[config.mk]
export PLATFORM = sky130hd
export DESIGN_NAME = ysyx_24070016_ifu_fetch
export DESIGN_NICKNAME = d
export VERILOG_FILES = /design/src/rtl/ysyx_24070016_ifu_fetch.sv
export SDC_FILE = /design/constraint.sdc
export NUM_CORES = 1
export LEC_CHECK = 0
export ABC_CLOCK_PERIOD_IN_PS = 3300
export CAP_MARGIN = 20
export CELL_PAD_IN_SITES_DETAIL_PLACEMENT = 1
export CELL_PAD_IN_SITES_GLOBAL_PLACEMENT = 1
export CORE_MARGIN = 8
export CORE_UTILIZATION = 36
export CTS_CLUSTER_SIZE = 20
export DETAILED_ROUTE_END_ITERATION = 16
export GPL_TIMING_DRIVEN = 1
export PLACE_DENSITY = 0.94
export SETUP_SLACK_MARGIN = 0.02
export SLEW_MARGIN = 20
export SYNTH_ARGS = -nofsm -noshare
export SYNTH_HDL_FRONTEND = slang
export SYNTH_SLANG_ARGS = --single-unit
[constraint.sdc]
create_clock -name clk -period 3.3 [get_ports clk]
set_input_delay 0.66 -clock clk [delete_from_list [all_inputs] [get_ports clk]]
set_output_delay 0.66 -clock clk [all_outputs]
set_load 0.05 [all_outputs]
[src/rtl/ysyx_24070016_ifu_fetch.sv]
// Multi-cycle instruction fetch stage: owns the PC, fetches over a req/gnt +
// rvalid memory handshake and hands instructions to decode via valid/ready.
// Redirects override every event except in IDLE; a redirect that races an
// in-flight fetch marks the pending response for discard (kill).
module ysyx_24070016_ifu_fetch #(
  parameter int unsigned     XLEN     = 32,
  parameter logic [XLEN-1:0] RESET_PC = 32'h8000_0000
) (
  input  logic            clk,
  input  logic            rst,
  output logic            imem_req,
  output logic [XLEN-1:0] imem_addr,
  input  logic            imem_gnt,
  input  logic            imem_rvalid,
  input  logic [XLEN-1:0] imem_rdata,
  output logic            inst_valid,
  input  logic            inst_ready,
  output logic [XLEN-1:0] inst,
  output logic [XLEN-1:0] inst_pc,
  input  logic            redirect_valid,
  input  logic [XLEN-1:0] redirect_pc
);

  typedef enum logic [1:0] {
    S_IDLE,
    S_REQ,
    S_WAIT,
    S_HOLD
  } state_e;

  state_e          state_q, state_d;
  logic [XLEN-1:0] pc_q, pc_d;
  logic [XLEN-1:0] inst_q, inst_d;
  logic [XLEN-1:0] inst_pc_q, inst_pc_d;
  logic            kill_q, kill_d;
  logic [XLEN-1:0] redirect_tgt;
  logic [XLEN-1:0] pc_plus4;

  assign redirect_tgt = {redirect_pc[XLEN-1:2], 2'b00};
  assign pc_plus4     = pc_q + XLEN'(4);

  // Outputs depend on registered state only; no input-to-output paths.
  assign imem_req   = (state_q == S_REQ);
  assign imem_addr  = pc_q;
  assign inst_valid = (state_q == S_HOLD);
  assign inst       = inst_q;
  assign inst_pc    = inst_pc_q;

  // State and datapath registers with asynchronous active-low reset.
  always_ff @(posedge clk or negedge rst) begin
    if (!rst) begin
      state_q   <= S_IDLE;
      pc_q      <= RESET_PC;
      inst_q    <= '0;
      inst_pc_q <= RESET_PC;
      kill_q    <= 1'b0;
    end else begin
      state_q   <= state_d;
      pc_q      <= pc_d;
      inst_q    <= inst_d;
      inst_pc_q <= inst_pc_d;
      kill_q    <= kill_d;
    end
  end

  // Next-state and datapath update; redirect is checked first in every busy state.
  always_comb begin
    state_d   = state_q;
    pc_d      = pc_q;
    inst_d    = inst_q;
    inst_pc_d = inst_pc_q;
    kill_d    = kill_q;
    unique case (state_q)
      S_IDLE: begin
        state_d = S_REQ;
      end
      S_REQ: begin
        if (redirect_valid) begin
          pc_d = redirect_tgt;
          // A grant in the same cycle launched a fetch of the old address.
          if (imem_gnt) begin
            state_d = S_WAIT;
            kill_d  = 1'b1;
          end
        end else if (imem_gnt) begin
          state_d = S_WAIT;
        end
      end
      S_WAIT: begin
        if (redirect_valid) begin
          pc_d = redirect_tgt;
          if (imem_rvalid) begin
            kill_d  = 1'b0;
            state_d = S_REQ;
          end else begin
            kill_d  = 1'b1;
          end
        end else if (imem_rvalid) begin
          if (kill_q) begin
            kill_d  = 1'b0;
            state_d = S_REQ;
          end else begin
            inst_d    = imem_rdata;
            inst_pc_d = pc_q;
            state_d   = S_HOLD;
          end
        end
      end
      S_HOLD: begin
        if (redirect_valid) begin
          pc_d    = redirect_tgt;
          state_d = S_REQ;
        end else if (inst_ready) begin
          pc_d    = pc_plus4;
          state_d = S_REQ;
        end
      end
      default: begin
        state_d = S_IDLE;
      end
    endcase
  end

endmodule

Yosys cells after proc, flatten, opt, wreduce, memory -nomap -nowiden
Cells that the tools add are included.

storage, ports and cells
  logic and storage cells = 43
  bits in registers = 99
  output and inout bits = 98
  bits in read-only memories = 0
  input bits = 70
  memories = 0
  latch bits = 0
  bits in writable memories = 0

cells by class
  muxes and demuxes = 18
  shifts and indexed selects = 0
  $mul = 0
  equal/unequal tests = 9
  magnitude comparators = 0
  reduce and logical (&&, ||, !) cells = 8
  add/subtract/negate cells = 1
  bitwise logic cells = 2
  divide/modulo/power cells = 0

operators by type and width
  kind                                                    number
  two-way mux 32 bit                                      3
  case mux 32 bit (2 select lines)                        1
  adder 32 x 3 -> 32 bit (second input constant)          1
  two-way mux 2 bit                                       7
  case mux 2 bit (4 select lines)                         1
  AND reduction 4 bit                                     2
  inequality test 2 x 1 -> 1 bit (second input constant)  3
  AND reduction 3 bit                                     2
  two-way mux 1 bit                                       5
  == test 2 bit (second input constant)                   2
  nonzero test 2 bit                                      2
  inequality test 3 x 1 -> 1 bit (second input constant)  1
  inequality test 3 bit (second input constant)           1
  == test 2 x 1 -> 1 bit (second input constant)          1
  logical NOT 2 bit                                       1
  inequality test 2 bit (second input constant)           1
  inverter 1 bit                                          2
  case mux 1 bit (2 select lines)                         1
  OR reduction 2 bit                                      1

Longest topological paths before layout
Gate-level depths: netlist of run 1.

  word-level depth = 4
  depth in mapped cells = 9
  gate-level depth less buffers = 7

Worst setup path after synthesis of run 1
No wires, ideal clock.

  path kind = flip-flop to flip-flop
  start point = reg state_q[0]
  end point = reg pc_q[11], in the netlist imem_addr[11]
  clock period less this slack = 2113 ps
  buffers on the path = 2
  cell stages (with the launch flop) = 8
  slack = 1187 ps
  arrival = 1975 ps
  setup time = 137 ps
  cell sequence = dfrtp_1 ha_1 nor2b_1 buf_2 buf_1 o31ai_1 a21oi_1 a21oi_1

on the way
  elaborated cells between the ends (all ways) = 9
  classes of those cells = eq/ne: 5; mux: 1; reduce/logical: 3

RTL lines
  item                                                                            RTL line  text
  start, declared                                                                 31        state_e state_q, state_d;
  start signal, assigned                                                          58        state_q <= state_d;
  == test 2 bit *                                                                 --
  via inst_valid                                                                  16        output logic inst_valid,
  inequality test 3 x 1 -> 1 bit (no line) or nonzero test 2 bit (tied branches)  --
  AND reduction 3 bit (no line)                                                   --
  end signal, assigned                                                            59        pc_q <= pc_d;
  end, declared                                                                   32        logic [XLEN-1:0] pc_q, pc_d;

Mark *: on every way through the listed nets, which the timed path passes. The rest lies on a longest branch.
A chain may end at the register's enable or synchronous reset.

Worst setup path after layout of run 1
  start point = reg state_q[1]
  end point = out imem_req

on the way
  longest elaborated chain between the ends = 1

ends and longest elaborated chain
  item                    RTL line  text
  == test 2 x 1 -> 1 bit  43        assign imem_req = (state_q == S_REQ);
  end, declared           11        output logic imem_req,

No other way between the ends.

==> results.toml, run 1 <==
[hold_path]
min_path_type = "input pin to async pin"

[synth]
synthMostInstantiatedCell = "dfrtp_1"
synth_edf_count = 0
synth-main-ff-cell = "dfrtp_1"
yosys.area.top_type_share_pct = 51.4
synthDistinctLibCells = 53
synth_cells = 404
synth_area_sq_um = 4530
synth_area_leaders = "dfrtp_1 (51%), mux2_2 (15%), a21oi_1 (2.4%)"
synthArstFlopShare_pct = 100
ys_warn_count = 0
synth-seq-cells = 95
netlist_top_cells_count = "dfrtp_1 (93), mux2_2 (62), nand2_1 (28)"
ys_seq_area_share_pct = 52.6
yosysTopAreaCell = "dfrtp_1"
syn_avg_cell_area_sq_um = 11.2

[detailed_routing]
ant_nets = 0
vias_per_cell = 5.36
drc_errors = 0
wire_per_inst_um = 20.2
vias = 3963
wl_mm = 15.0
drt_pass1_iterations = 4
drtIter0Drc = 193

[sta]
tns_ns = 0
fin_crit_sh_pct = 78.9
rsz0062_at_grt = "no"
setup_viol = 0
post-route-min-period_ns = 2.60
finalHoldViolCount = 0
holdWs_ns = 0.320
slew-limit-headroom_pct = 55.9
tightest_slew_ns = 0.662
max_freq_mhz = 384
fin_skew_ns = 0.00929
slew_violations = 0

[clock_tree]
post_cts_resized = 0
path_clk_slew_ns = 0.07
hold_buffers = 0
clk_path_buf_depth = 2
root_buffer = "clkbuf_16"
cts_htree_levels = 3
clock-sinks = 95
cts_setup_buffers = 0
clock_latency_ns = 0.35
cts_tree = "done"
numCtsBuffers = 9

[place]
dp_cells = 725
port-buffer-count = 161
dp_hpwl_mm = 11.4
routabilityCongestion = 0.842

[global_routing]
overflow = 0
antenna_found_initial = 0
grt_use_total_pct = 18.5
grt_pass1_vias = 4293
grt_pass1_wl_mm = 23.7
grt_max_degree = 50

[critical_path]
end_kind = "primary output"
cp_data_arrival_time_ns = 1.94
crit_required_ns = 2.64
cp_max_fo = 6
r2r-start = "state_q[0]"
path_class = "flip-flop to primary output"
crit_start = "state_q[1]"
cp-start-kind = "flip-flop"

[pwr]
p_leak_nw = 2.77
vdd_drop_max_mv = 0.551
powerDensity_nw_per_um2 = 937

[layout]
fin_nets = 638
drive_gt1_share_pct = 18.7
antennaDiodeCount = 0
final_cells = 740
area_delta_synth_final_pct = 46.6
fill_cells = 1329

[floorplanning]
dieArea_sq_um = 16400
core_area_sq_um = 12500
die_y_um = 128
start_util_pct = 36.3
die_x_um = 128
rows = 41
ioPinCount = 168

[run_status]
status = "finished clean"

[flow_run]
cap_viol_max_count = 0
layer usage:
metal | share of wire [%] | vias up | GRT usage (%) | wire (um)
li1 | - | 1793 | - | -
met1 | 38 | 2015 | 20.3 | 5760
met2 | 52 | 128 | 32.5 | 7800
met3 | 6.6 | 27 | 5.24 | 985
met4 | 2.8 | 0 | 8.46 | 420
met5 | 0 | - | 0 | 0
worst paths after layout:
kind	to	slack, ns	cells after the start
max	imem_req	0.70	3
max reg2reg	imem_addr[12]	1.07	8
min in group clk	inst[13]	0.50	1
min	inst_pc[23]	0.32	1
min reg2reg	inst[13]	0.50	1
max in group asynchronous	imem_addr[3]	2.24	2
flip-flops by register name, summed over array words and instances, names as in the netlist:
| register | cells |
|---|---|
| imem_addr | 30 |
| inst | 32 |
| inst_pc | 30 |
| kill_q | 1 |
| state_q | 2 |
cell families after synthesis:
group                    count (synthesis)  synth area share, %
other                                    1               0.0829
AND/OR/NAND/NOR                        124                 15.3
adder cells (fa/ha/maj)                  4                 1.11
flip-flops                              95                 52.6
multiplexers                            63                 15.6
buffers and inverters                   31                 3.18
AO/OA/AOI/OAI                           86                 12.1
critical path, stage by stage, from the launching register on:
cell and delay [ns]:
dfrtp_1 0.42, inv_1 0.08, ha_1 0.25, clkdlybuf4s50_1 0.84
report_power, final:
group          total (mW)  leakage, nW  switching, mW  internal (mW)
Sequential           1.99         1.23          0.460           1.53
Combinational        3.27         1.41           2.12           1.15
Clock               0.965        0.125          0.438          0.527
metrics by stage:
step           instance area, sq um  power, mW  setup slack, ns  util (%)
4_1_cts                        6630       6.28            0.688      53.2
3_5_place_dp                   6370       5.28            0.662      51.1
6_report                       6630       6.22            0.696      53.2
5_1_grt                        6630       6.54            0.625      53.2
3_3_place_gp                   6370       5.15            0.754      51.1
2_1_floorplan                  4540       4.02             1.19         -
final cells by class:
cell class	count	area, sq um	share of cell area, %
clock inverters	3	20.0	0.302
repair buffers	172	1720	25.9
multi-input cells	281	2040	30.7
flip-flops and latches	95	2380	35.9
inverters	5	18.8	0.283
clock buffers	12	246	3.72
well taps	172	215	3.24
cell usage in the layout (no fill, tap or decap), drive strengths merged, types with 4 or more instances in the layout:
cell type,synthesis,final
nor2,28,28
conb,1,4
ha,4,4
a2bb2oi,4,4
a21oi,22,22
a31oi,6,6
buf,17,12
mux2,62,62
o22ai,10,10
nand3,23,23
nor3,7,7
dfrtp,93,93
nand4,9,9
clkdlybuf4s50,0,160
nand2,30,30
nand2b,5,5
clkbuf,9,12
o21ai,17,17
o22a,5,5
a211oi,4,4
a22oi,4,4
inv,5,5
(Power assumes the default switching activity.)
==> run 2, diff against run 1 <==
--- a/config.mk
+++ b/config.mk
@@ -5,16 +5,16 @@
 export SDC_FILE = /design/constraint.sdc
 export NUM_CORES = 1
 export LEC_CHECK = 0
-export ABC_CLOCK_PERIOD_IN_PS = 3300
+export ABC_CLOCK_PERIOD_IN_PS = 2250
 export CAP_MARGIN = 20
 export CELL_PAD_IN_SITES_DETAIL_PLACEMENT = 1
 export CELL_PAD_IN_SITES_GLOBAL_PLACEMENT = 1
 export CORE_MARGIN = 8
-export CORE_UTILIZATION = 36
+export CORE_UTILIZATION = 31
 export CTS_CLUSTER_SIZE = 20
 export DETAILED_ROUTE_END_ITERATION = 16
 export GPL_TIMING_DRIVEN = 1
-export PLACE_DENSITY = 0.94
+export PLACE_DENSITY = 0.87
 export SETUP_SLACK_MARGIN = 0.02
 export SLEW_MARGIN = 20
 export SYNTH_ARGS = -nofsm -noshare
==> constraint.sdc (replaced) <==
create_clock -name clk -period 2.25 [get_ports clk]
set_input_delay 0.45 -clock clk [delete_from_list [all_inputs] [get_ports clk]]
set_output_delay 0.45 -clock clk [all_outputs]
set_load 0.05 [all_outputs]
==> results.toml, run 2 (synthesis gave the netlist of run 1 again) <==
[layout]
area_delta_synth_final_pct = 49.5
multi_input_area_sq_um = 2040
fin_nets = 650
final_cell_mix = "clkdlybuf4s50_1 (153), dfrtp_1 (93), mux2_2 (62), nand2_1 (28), nor2_1 (26)"
fill_cells = 1560
regArea_sq_um = 2380
mostFrequentLayoutCell = "clkdlybuf4s50_1"
final_util_pct = 46.9
antennaDiodeCount = 0
drive_gt1_share_pct = 21.3
largest_register_ffs = 32

[global_routing]
grt_use_total_pct = 16.4
grt_max_degree = 48
antenna_found_initial = 0
grt_pass1_vias = 4399
grt_pass1_wl_mm = 23.8
overflow = 0

[clock_tree]
cts_tree = "done"
clock_latency_ns = 0.35
root_buffer = "clkbuf_16"
numCtsBuffers = 9
path_clk_slew_ns = 0.06
clk_path_buf_depth = 2
hold_buffers = 0
clock-sinks = 95
cts_htree_levels = 3

[sta]
fin_skew_ns = 0.00909
setup_viol = 0
rsz0062_at_grt = "no"
max_freq_mhz = 463
slew-limit-headroom_pct = 62.4
post-route-min-period_ns = 2.16
fin_crit_sh_pct = 96.0
tns_ns = 0
slew_violations = 0
finalHoldViolCount = 0
tightest_slew_ns = 0.563

[critical_path]
r2r_slack_ns = 0.19
r2r-start = "imem_addr[3]"
path_depth = 1
crit_chain = "clkdlybuf4s50_1"
cp.buffers_inverters = 1
worstReg2RegEnd = "imem_addr[26]"
worst_r2r_path_depth = 6
cp_slowest_cell = "clkdlybuf4s50_1"
cp-start-kind = "flip-flop"
end_kind = "primary output"
crit_required_ns = 1.80
cp_max_fo = 7
critical_path.endpoint = "imem_addr[19]"
slowest_delay_ns = 0.88
cp_data_arrival_time_ns = 1.71
crit_family = "buffers and inverters"
path_class = "flip-flop to primary output"
crit_start = "imem_addr[19]"

[detailed_routing]
vias_per_cell = 5.16
wl_mm = 15.2
vias = 3951
ant_nets = 0
drt_pass1_iterations = 4
drtIter0Drc = 151
drc_errors = 0
wire_per_inst_um = 19.8

[hold_path]
min_path_type = "input pin to async pin"

[pwr]
vdd_drop_max_mv = 0.787
internal_power_mw = 4.80
seqPwrFrac_pct = 31.0
p_sw_share_pct = 48.3
powerDensity_nw_per_um2 = 1370
clock_power_share_pct = 15.6
p_leak_nw = 2.86
switchingPower_mw = 4.48
power_frac_comb_pct = 53.4

[run_status]
status = "finished clean"

[place]
routabilityCongestion = 0.832
dp_hpwl_mm = 11.7
port-buffer-count = 161

[floorplanning]
dieArea_sq_um = 18700
rows = 44
die_x_um = 137
core_area_sq_um = 14400
ioPinCount = 168
die_y_um = 137
start_util_pct = 31.4

[flow_run]
cap_viol_max_count = 0
-- run 2: cell types whose count changed in the layout (fill, tap and decap cells not counted), sizes merged --
cell / before / now
buf: 12 / 28
clkinvlp: 2 / 3
dlygate4sd2: 0 / 1
dlymetal6s2s: 0 / 2
clkdlybuf4s50: 160 / 153
-- run 2: stage by stage --
step	worst slack [ns]	power (mW)	instance area, sq um	cells	hold WS [ns]
6_report	0.0902	9.28	6760	765	0.0249
4_1_cts	0.0589	9.38	6750	765	0.0364
3_5_place_dp	-0.0393	7.88	6470	749	0.410
5_1_grt	0.0297	9.76	6760	765	0.0543
3_3_place_gp	0.0171	7.73	6470	749	0.404
2_1_floorplan	0.137	5.89	4540	407	0.154
-- run 2: worst min path at each step --
stage,end,cells after the start,start
finish,inst[0],1,rst
global route,inst[0],1,rst
CTS,inst[0],1,rst
detailed placement,inst[0],1,rst
global placement,inst[0],1,rst
floorplan,imem_addr[10],0,rst
-- run 2: final cells by class --
type | instances | area share (%)
Sequential cell | 95 | 35.2
Multi-Input combinational cell | 281 | 30.2
Timing Repair Buffer | 184 | 26.8
Clock buffer | 12 | 3.64
Tap cell | 184 | 3.40
Clock inverter | 4 | 0.462
Inverter | 5 | 0.277
-- run 2: routing by layer --
layer  vias to the layer above  GRT usage, %  part of all wire, %
met5                         -             0                    0
met1                      1979          18.4                   39
li1                       1821             -                    -
met2                       126          28.8                   52
met3                        25          4.33                  7.1
met4                         0          6.76                  2.4
-- run 2: what timing repair did --
| item | 4_1_cts | 5_1_grt |
|---|---|---|
| setup endpoints to repair | 1 | 3 |
| buffers inserted | 0 | 0 |
| resized for setup | 1 | 3 |
| hold endpoints to repair | 0 | 0 |
| cloned | 0 | 0 |
-- run 2: power by group through the flow --
stage	Clock, mW	Sequential [mW]	Combinational, mW
finish	1.45	2.87	4.96
global route	1.56	2.97	5.23
CTS	1.50	2.87	5.01
detailed placement	0	2.90	4.99
global placement	0	2.85	4.88
floorplan	0	4.47	1.42
==> run 3, diff against run 2 <==
--- a/config.mk
+++ b/config.mk
@@ -6,7 +6,7 @@
 export NUM_CORES = 1
 export LEC_CHECK = 0
 export ABC_CLOCK_PERIOD_IN_PS = 2250
-export CAP_MARGIN = 20
+export CAP_MARGIN = 5
 export CELL_PAD_IN_SITES_DETAIL_PLACEMENT = 1
 export CELL_PAD_IN_SITES_GLOBAL_PLACEMENT = 1
 export CORE_MARGIN = 8
@@ -20,3 +20,4 @@
 export SYNTH_ARGS = -nofsm -noshare
 export SYNTH_HDL_FRONTEND = slang
 export SYNTH_SLANG_ARGS = --single-unit
+export TNS_END_PERCENT = 30
==> results.toml, run 3 (synthesis gave the netlist of run 1 again) <==
[floorplanning]
die_y_um = 137
dieArea_sq_um = 18700
ioPinCount = 168
die_x_um = 137
rows = 44
core_area_sq_um = 14400
start_util_pct = 31.4

[layout]
area_delta_synth_final_pct = 49.3
mostFrequentLayoutCell = "clkdlybuf4s50_1"
fin_nets = 650
final_cell_mix = "clkdlybuf4s50_1 (154), dfrtp_1 (93), mux2_2 (62), nand2_1 (28), nor2_1 (26)"
largest_register_ffs = 32
fin_area_sq_um = 6760
fill_cells = 1562
final_util_pct = 46.8
drive_gt1_share_pct = 21.2

[sta]
max_freq_mhz = 459
slew_violations = 0
tns_ns = 0
fin_crit_sh_pct = 96.9
fin_ws_ns = 0.0695
tightest_slew_ns = 0.559
fin_skew_ns = 0.0103
slew-limit-headroom_pct = 62.6
finalHoldViolCount = 0
setup_viol = 0
post-route-min-period_ns = 2.18
rsz0062_at_grt = "yes"

[critical_path]
cp_slowest_cell = "clkdlybuf4s50_1"
cp_data_arrival_time_ns = 1.73
r2r_slack_ns = 0.20
crit_chain = "clkdlybuf4s50_1"
cp.buffers_inverters = 1
cp_max_fo = 6
crit_required_ns = 1.80
r2r-start = "imem_addr[3]"
end_kind = "primary output"
cp-start-kind = "flip-flop"
worst_r2r_path_depth = 6
crit_family = "buffers and inverters"
worstReg2RegEnd = "imem_addr[26]"
path_class = "flip-flop to primary output"
slowest_delay_ns = 0.88

[global_routing]
grt_use_total_pct = 16.4
grt_pass1_vias = 4399
overflow = 0
antenna_found_initial = 0
grt_max_degree = 48
grt_pass1_wl_mm = 23.8

[clock_tree]
root_buffer = "clkbuf_16"
post_cts_resized = 1
clock-sinks = 95
clk_path_buf_depth = 2
numCtsBuffers = 9
cts_tree = "done"
path_clk_slew_ns = 0.07
cts_htree_levels = 3
hold_buffers = 0
clock_latency_ns = 0.35
cts_setup_buffers = 0

[detailed_routing]
vias = 3976
wl_mm = 15.2
vias_per_cell = 5.19
ant_nets = 0
drtIter0Drc = 164
drt_pass1_iterations = 4
drc_errors = 0
wire_per_inst_um = 19.9

[flow_run]
cap_viol_max_count = 0

[pwr]
vdd_drop_max_mv = 0.787
power.total_mw = 9.28
powerDensity_nw_per_um2 = 1370
p_leak_nw = 2.85

[place]
routabilityCongestion = 0.832
placed_area_sq_um = 6470
dp_slack_ns = -0.0393
port-buffer-count = 161
dp_hpwl_mm = 11.7

[hold_path]
min_path_type = "input pin to async pin"

[run_status]
status = "finished clean"
==> run 3: cell count changes in the layout (fill, tap and decap cells not counted) <==
cell / before / now
clkdlybuf4s50_1: 153 / 154
diode_2: 0 / 1
dlymetal6s2s_1: 2 / 1
o41ai_1: 0 / 1
o41ai_2: 1 / 0
==> run 3: layout make-up <==
type | count | area, sq um | area share, %
multi-input combinational | 281 | 2040 | 30.1
clock buffer | 12 | 246 | 3.65
timing repair buffer | 184 | 1810 | 26.8
sequential | 95 | 2380 | 35.2
clock inverter | 4 | 31.3 | 0.463
tap | 184 | 230 | 3.41
antenna | 1 | 2.50 | 0.0370
inverter | 5 | 18.8 | 0.278
==> run 3: layer usage <==
layer	wire length [um]	track usage, %	vias up
li1	-	-	1822
met1	5880	18.4	2005
met2	7960	28.8	127
met3	1100	4.33	22
met4	311	6.76	0
met5	0	0	-
==> run 3: stage by stage <==
| stage | instances | hold WS (ns) |
|---|---|---|
| after floorplan | 407 | 0.154 |
| after global placement | 749 | 0.404 |
| after detailed placement | 749 | 0.410 |
| after CTS | 765 | 0.0364 |
| after global routing | 765 | 0.0543 |
| final | 766 | 0.0267 |
==> run 3: power by group <==
group	switching (mW)	total [mW]	internal [mW]
clock	0.669	1.45	0.783
combinational	3.18	4.96	1.78
sequential	0.638	2.88	2.24
==> run 3: worst max path at each step <==
stage                          endpoint      startpoint  cells after the start  slack, ns
after floorplan           imem_addr[11]      state_q[0]                      7       0.14
after detailed placement        inst[4]  redirect_valid                      4      -0.04
after CTS                  imem_addr[7]    imem_addr[7]                      1       0.06
after global routing      imem_addr[12]   imem_addr[12]                      1       0.01
final                     imem_addr[12]   imem_addr[12]                      1       0.07
after global placement         inst[31]  redirect_valid                      4       0.02
